## config.mk

```make
export PLATFORM = sky130hd
export DESIGN_NAME = mem_port_arbiter
export DESIGN_NICKNAME = d
export VERILOG_FILES = /design/src/rtl/arb_pkg.sv /design/src/rtl/arb_timer.sv /design/src/rtl/mem_port_arbiter.sv
export SDC_FILE = /design/constraint.sdc
export NUM_CORES = 1
export LEC_CHECK = 0
export CAP_MARGIN = 20
export CORE_ASPECT_RATIO = 0.5
export CORE_MARGIN = 3
export CORE_UTILIZATION = 36
export CTS_CLUSTER_SIZE = 8
export DETAILED_ROUTE_END_ITERATION = 8
export GPL_TIMING_DRIVEN = 0
export PLACE_DENSITY = 0.76
export SYNTH_ARGS = -nofsm -noshare
export SYNTH_HDL_FRONTEND = slang
export SYNTH_SLANG_ARGS = --single-unit
```

## constraint.sdc

```tcl
create_clock -name clk -period 1.5 [get_ports clk]
set_input_delay 0.45 -clock clk [delete_from_list [all_inputs] [get_ports clk]]
set_output_delay 0.45 -clock clk [all_outputs]
set_load 0.02 [all_outputs]
```

## src/rtl/arb_pkg.sv

```systemverilog
// Shared types and default limits for the I/D memory port arbiter,
// also used by the fetch and LSU request logic.
package arb_pkg;
    typedef enum logic [1:0] {IDLE, BUSY_I, BUSY_D} arb_state_e;
    typedef enum logic {REQ_I, REQ_D} req_id_e;

    localparam int STARVE_LIMIT_DEF = 4;
    localparam int TIMEOUT_DEF      = 16;
endpackage

```

## src/rtl/arb_timer.sv

```systemverilog
// Saturating up-counter with clear and enable; hit is high while the count sits at LIMIT.
module arb_timer #(
    parameter int LIMIT = 4
) (
    input  logic clk,
    input  logic rst,
    input  logic clr,
    input  logic en,
    output logic hit
);
    localparam int W = $clog2(LIMIT + 1);
    localparam logic [W-1:0] MAX = W'(LIMIT);

    logic [W-1:0] cnt;

    always_ff @(posedge clk) begin
        if (rst || clr)
            cnt <= '0;
        else if (en && cnt != MAX)
            cnt <= cnt + 1'b1;
    end

    assign hit = (cnt == MAX);
endmodule

```

## src/rtl/mem_port_arbiter.sv

```systemverilog
// Shares one single-port memory between instruction fetch and data load/store,
// with D-priority arbitration, I starvation relief and a hung-access timeout.
module mem_port_arbiter
    import arb_pkg::*;
#(
    parameter int AW           = 32,
    parameter int DW           = 32,
    parameter int STARVE_LIMIT = STARVE_LIMIT_DEF,
    parameter int TIMEOUT      = TIMEOUT_DEF
) (
    input  logic          clk,
    input  logic          rst,
    input  logic          i_req,
    input  logic [AW-1:0] i_addr,
    output logic          i_gnt,
    output logic          i_rvalid,
    output logic [DW-1:0] i_rdata,
    input  logic          d_req,
    input  logic          d_we,
    input  logic [AW-1:0] d_addr,
    input  logic [DW-1:0] d_wdata,
    output logic          d_gnt,
    output logic          d_rvalid,
    output logic [DW-1:0] d_rdata,
    output logic          mem_req,
    output logic          mem_we,
    output logic [AW-1:0] mem_addr,
    output logic [DW-1:0] mem_wdata,
    input  logic          mem_ready,
    input  logic [DW-1:0] mem_rdata,
    output logic          err,
    output logic          cpu_stall
);
    arb_state_e state;
    req_id_e    winner;
    logic       busy, grant, done, abort, starve_hit, to_hit;

    always_comb begin
        winner = REQ_D;
        if (!d_req || (i_req && starve_hit))
            winner = REQ_I;
    end

    assign busy      = (state != IDLE);
    assign grant     = !rst && !busy && (i_req || d_req);
    assign i_gnt     = grant && (winner == REQ_I);
    assign d_gnt     = grant && (winner == REQ_D);
    assign done      = busy && mem_ready;
    // mem_ready in the limit cycle is a normal completion, so abort excludes it
    assign abort     = busy && !mem_ready && to_hit;
    assign cpu_stall = i_req || d_req || busy;

    arb_timer #(.LIMIT(STARVE_LIMIT)) u_starve (
        .clk(clk), .rst(rst), .clr(!i_req || i_gnt), .en(d_gnt), .hit(starve_hit)
    );

    arb_timer #(.LIMIT(TIMEOUT - 1)) u_timeout (
        .clk(clk), .rst(rst), .clr(!busy), .en(!mem_ready), .hit(to_hit)
    );

    always_ff @(posedge clk) begin
        if (rst) begin
            state     <= IDLE;
            mem_req   <= 1'b0;
            mem_we    <= 1'b0;
            mem_addr  <= '0;
            mem_wdata <= '0;
            i_rvalid  <= 1'b0;
            d_rvalid  <= 1'b0;
            i_rdata   <= '0;
            d_rdata   <= '0;
            err       <= 1'b0;
        end else begin
            i_rvalid <= 1'b0;
            d_rvalid <= 1'b0;
            err      <= 1'b0;
            case (state)
                IDLE: begin
                    if (i_gnt) begin
                        state     <= BUSY_I;
                        mem_req   <= 1'b1;
                        mem_we    <= 1'b0;
                        mem_addr  <= i_addr;
                        mem_wdata <= '0;
                    end else if (d_gnt) begin
                        state     <= BUSY_D;
                        mem_req   <= 1'b1;
                        mem_we    <= d_we;
                        mem_addr  <= d_addr;
                        mem_wdata <= d_wdata;
                    end
                end
                default: begin
                    if (done || abort) begin
                        state   <= IDLE;
                        mem_req <= 1'b0;
                        err     <= abort;
                        if (state == BUSY_I) begin
                            i_rvalid <= 1'b1;
                            i_rdata  <= abort ? '0 : mem_rdata;
                        end else begin
                            d_rvalid <= 1'b1;
                            d_rdata  <= (abort || mem_we) ? '0 : mem_rdata;
                        end
                    end
                end
            endcase
        end
    end
endmodule

```

==> metrics.md <==
| Metric | Value |
|---|---|
| Vias in the first global route | `a little under 6k` |
| Count leader, synth | `dfxtp_1` |
| DRT Pass-1 Iters | `5` |
| Sequential Power Share | `37.8%` |
| Setup Skew | `between 0.009 and 0.01 ns` |
| Max incr delay on CP | `about 0.33 ns` |
| Net Switching | `between 0.003 and 0.004 W` |
| Outcome | `complete, but fails checks` |
| Nets | `approximately 1.0k` |
| Setup Viol. Count Final | `27` |
| Area growth, synth to finish | `72.4%` |
| R2R cell count | `9` |
| Failing checks | `setup timing` |
| Register-to-register setup slack | `-0.18 ns` |
| Mapped Area | `between 5000 and 6000 µm²` |
| All-layer global routing usage | `a little under a quarter` |
| Worst Path Max Fanout | `3` |
| CP arrival | `1.67 ns` |
| Worst Min Path Start | `i_req` |
| Die area | `~17000 µm²` |
| Post-synth top area share | `between 50% and 60%` |
| EDFF count, synth | `0` |
| Hold_buf cts | `0` |
| Total power divided by cell area | `1160 nW/µm²` |
| Clock Latency Late Sink | `about 0.42 ns` |
| Combinational power share | `between 15 and 20%` |
| Net Count, Synth | `approximately 700` |
| First-pass GRT wire length | `about 32000 µm` |
| Die X | `around 180 µm` |
| Clk sink count | `roughly 140` |
| Num ports | `270` |
| 1st-iter DRT viols | `between 500 and 600` |
| Row cnt | `31` |
| Fmax | `roughly 0.47 GHz` |
| Most used routing layer | `met2` |
| CP endpoint kind | `primary output` |
| Largest net degree at the start of global routing | `17` |
| Synth top area cells | `dfxtp_1 52%, a22o_1 10%, a21oi_1 6.6%` |
| R2R Path End | `mem_addr[2]` |
| Maxcap violations | `0` |
| DR vias | `slightly above 6k` |
| Critical path type | `reg -> out` |
| CP max stage cell | `dfxtp_2` |
| Internal power | `between 0.007 and 0.008 W` |
| Grt ovf | `0` |
| Register Area | `between 2000 and 3000 µm²` |
| Mapped Cells | `561` |
| GP Congestion | `approximately 0.82` |
| Mean Syn Cell Area | `between 9 and 10 µm²` |
| Most used flip-flop cell after synthesis | `dfxtp_1` |
| Element type at the critical path start | `flop` |
| Post-synth cell types | `40` |
| Critical Path, Cell by Cell | `inv_2 -> ha_4 -> nand3_4 -> buf_8 -> a2111oi_4 -> buf_4` |
| Slew HR | `between 50% and 60%` |
| Post-layout util | `64.2%` |
| Leakage power | `3.78 nW` |
| Hold EP | `u_starve.cnt[1]` |
| Fin worst setup slack | `-0.624 ns` |
| Detailed Place HPWL | `roughly 14000 µm` |
| Reg2reg start | `u_starve.cnt[0]` |
| Avg WL per Cell | `around 20 µm` |
| Antenna violations before repair | `0` |
| Hold WC Path Type | `in -> reg` |
| M2 GR Usage | `roughly two fifths` |
| Hold Crit Depth | `3` |
| Root Buffer | `clkbuf_16` |
| Num CTS Buffers | `17` |
| Cell Area, Placed | `around 8500 µm²` |
| Sequential area share after synthesis | `between 50% and 60%` |
| GRT met3 Usage | `5.34%` |
| Setup WS pre-CTS | `-1.29 ns` |
| Post-layout instance area | `9360 µm²` |
| Core Box Area | `approximately 15000 µm²` |
| Asr flop ratio synth | `0%` |
| GR Layer Usage met1 | `~29%` |
| Worst Tran Pin Value | `roughly 0.6 ns` |
| Fill count | `about 1.2k` |
| Yosys reg bits | `about 140` |
| Commonest cells post-synth | `142 x dfxtp_1, 72 x a21oi_1, 64 x a22o_1` |
| Vias per cell | `approximately 5.6` |
| Crit path from | `u_starve.cnt[0]` |
| Share of layout cells above drive strength 1 | `32.7%` |
| DRC violations left | `0` |
| I/O Buffers | `269` |
| Die H | `about 93 µm` |
| Initial core utilization | `37.2%` |
| CTS H-Tree Depth | `4` |
| Area taken by multi-input logic gates | `2450 µm²` |
| Sw frac | `around 28%` |
| CTS clk-pin slew, worst paths | `about 0.060 ns` |
| Period utilization | `142%` |
| CP Data Required Time | `1.05 ns` |
| Final wirelength | `between 20000 and 25000 µm` |
| Fin. Hold Viols | `0` |
| Min cycle time layout | `2.12 ns` |
| Worst vdd ir | `between 0.8 and 0.9 mV` |
| Synth area leader | `dfxtp_1` |
| Clock Path Buffers | `2` |
| Setup TNS | `-4.20 ns` |
| Antenna Nets Post-Route | `0` |
| # diodes | `0` |
| Slew Viols, Final | `0` |
| Synth Warn # | `0` |
| Clock power frac | `43.7%` |
| CTS tree | `built` |
| RSZ-0062 raised after global routing | `true` |
[metal layers]
metal	share of wire, %	up-vias
met5	0	-
met4	4.0	0
met3	5.9	76
met2	48	285
met1	42	2936
li1	-	2807
[repair_timing]
action | in CTS | in global routing
buffers inserted | 23 | 9
pin swaps | 11 | 18
resized for setup | 474 | 180
gates cloned | 3 | 1
endpoints found under the setup margin | 269 | 203
[power by group through the flow]
stage	logic (W)	clock network, W	registers [W]
floorplan	0.000638	0	0.00446
global placement	0.00191	0	0.00420
detailed placement	0.00193	0	0.00420
CTS	0.00199	0.00479	0.00412
global route	0.00213	0.00496	0.00414
finish	0.00201	0.00477	0.00412
[registers in the layout, summed over array words and instances (netlist names)]
register and cells:
d_rdata 32, d_rvalid 1, err 1, i_rdata 32, i_rvalid 1, mem_addr 32
mem_req 1, mem_wdata 32, mem_we 1, state 2, u_starve.cnt 3, u_timeout.cnt 4
[cell usage in the layout, fill, tap and decap left out, types with 4 or more instances in the layout]
cell,n
a21oi_1,68
a21oi_2,4
a22o_1,64
a311oi_1,27
a311oi_2,5
buf_2,88
buf_4,37
buf_6,27
buf_8,4
bufinv_16,4
clkbuf_1,14
clkbuf_16,17
clkbuf_2,10
clkbuf_4,5
clkdlybuf4s15_2,48
clkdlybuf4s50_1,129
dfxtp_1,138
inv_6,6
inv_8,4
nand2_1,6
nand3_1,35
nand4_1,35
o21ai_0,28
o21ai_1,35
o21ai_2,4
[per-stage QoR]
stage          hold WS [ns]  power [W]  cells
4_1_cts               0.376     0.0109   1085
3_3_place_gp          0.455    0.00611   1028
5_1_grt               0.385     0.0112   1094
3_5_place_dp          0.454    0.00614   1028
2_1_floorplan         0.448    0.00510    561
6_report              0.360     0.0109   1094
[layout make-up]
cell class                      instances  area share (%)
Clock inverter                         15            2.50
Clock buffer                           17            4.55
Inverter                                4           0.160
Multi-Input combinational cell        349            26.2
Sequential cell                       142            30.5
Tap cell                              198            2.65
Buffer                                 65            5.50
Timing Repair Buffer                  304            28.0
[how the worst max path moves through the flow]
stage	to	slack [ns]	cells past startpoint
after floorplan	d_gnt	-0.14	6
after global placement	i_gnt	-1.27	5
after detailed placement	i_gnt	-1.29	5
after CTS	i_gnt	-0.62	6
after global routing	i_gnt	-0.69	6
final	i_gnt	-0.62	6
[kinds of logic after synthesis]
group                    share of synthesized area, %
AO/OA/AOI/OAI                                    29.9
XOR/XNOR                                        0.161
adder cells (fa/ha/maj)                         0.692
buffers and inverters                            6.39
flip-flops                                       52.4
multiplexers                                    0.184
AND/OR/NAND/NOR                                  10.3
[critical path: cells and delay by family (launching register included)]
family	cells	cell delay, ns
buf+inv	3	0.42
flops	1	0.33
compound gates	1	0.28
fa+ha+maj	1	0.15
simple gates	1	0.08
No activity file was read; power rests on OpenSTA's default activity.
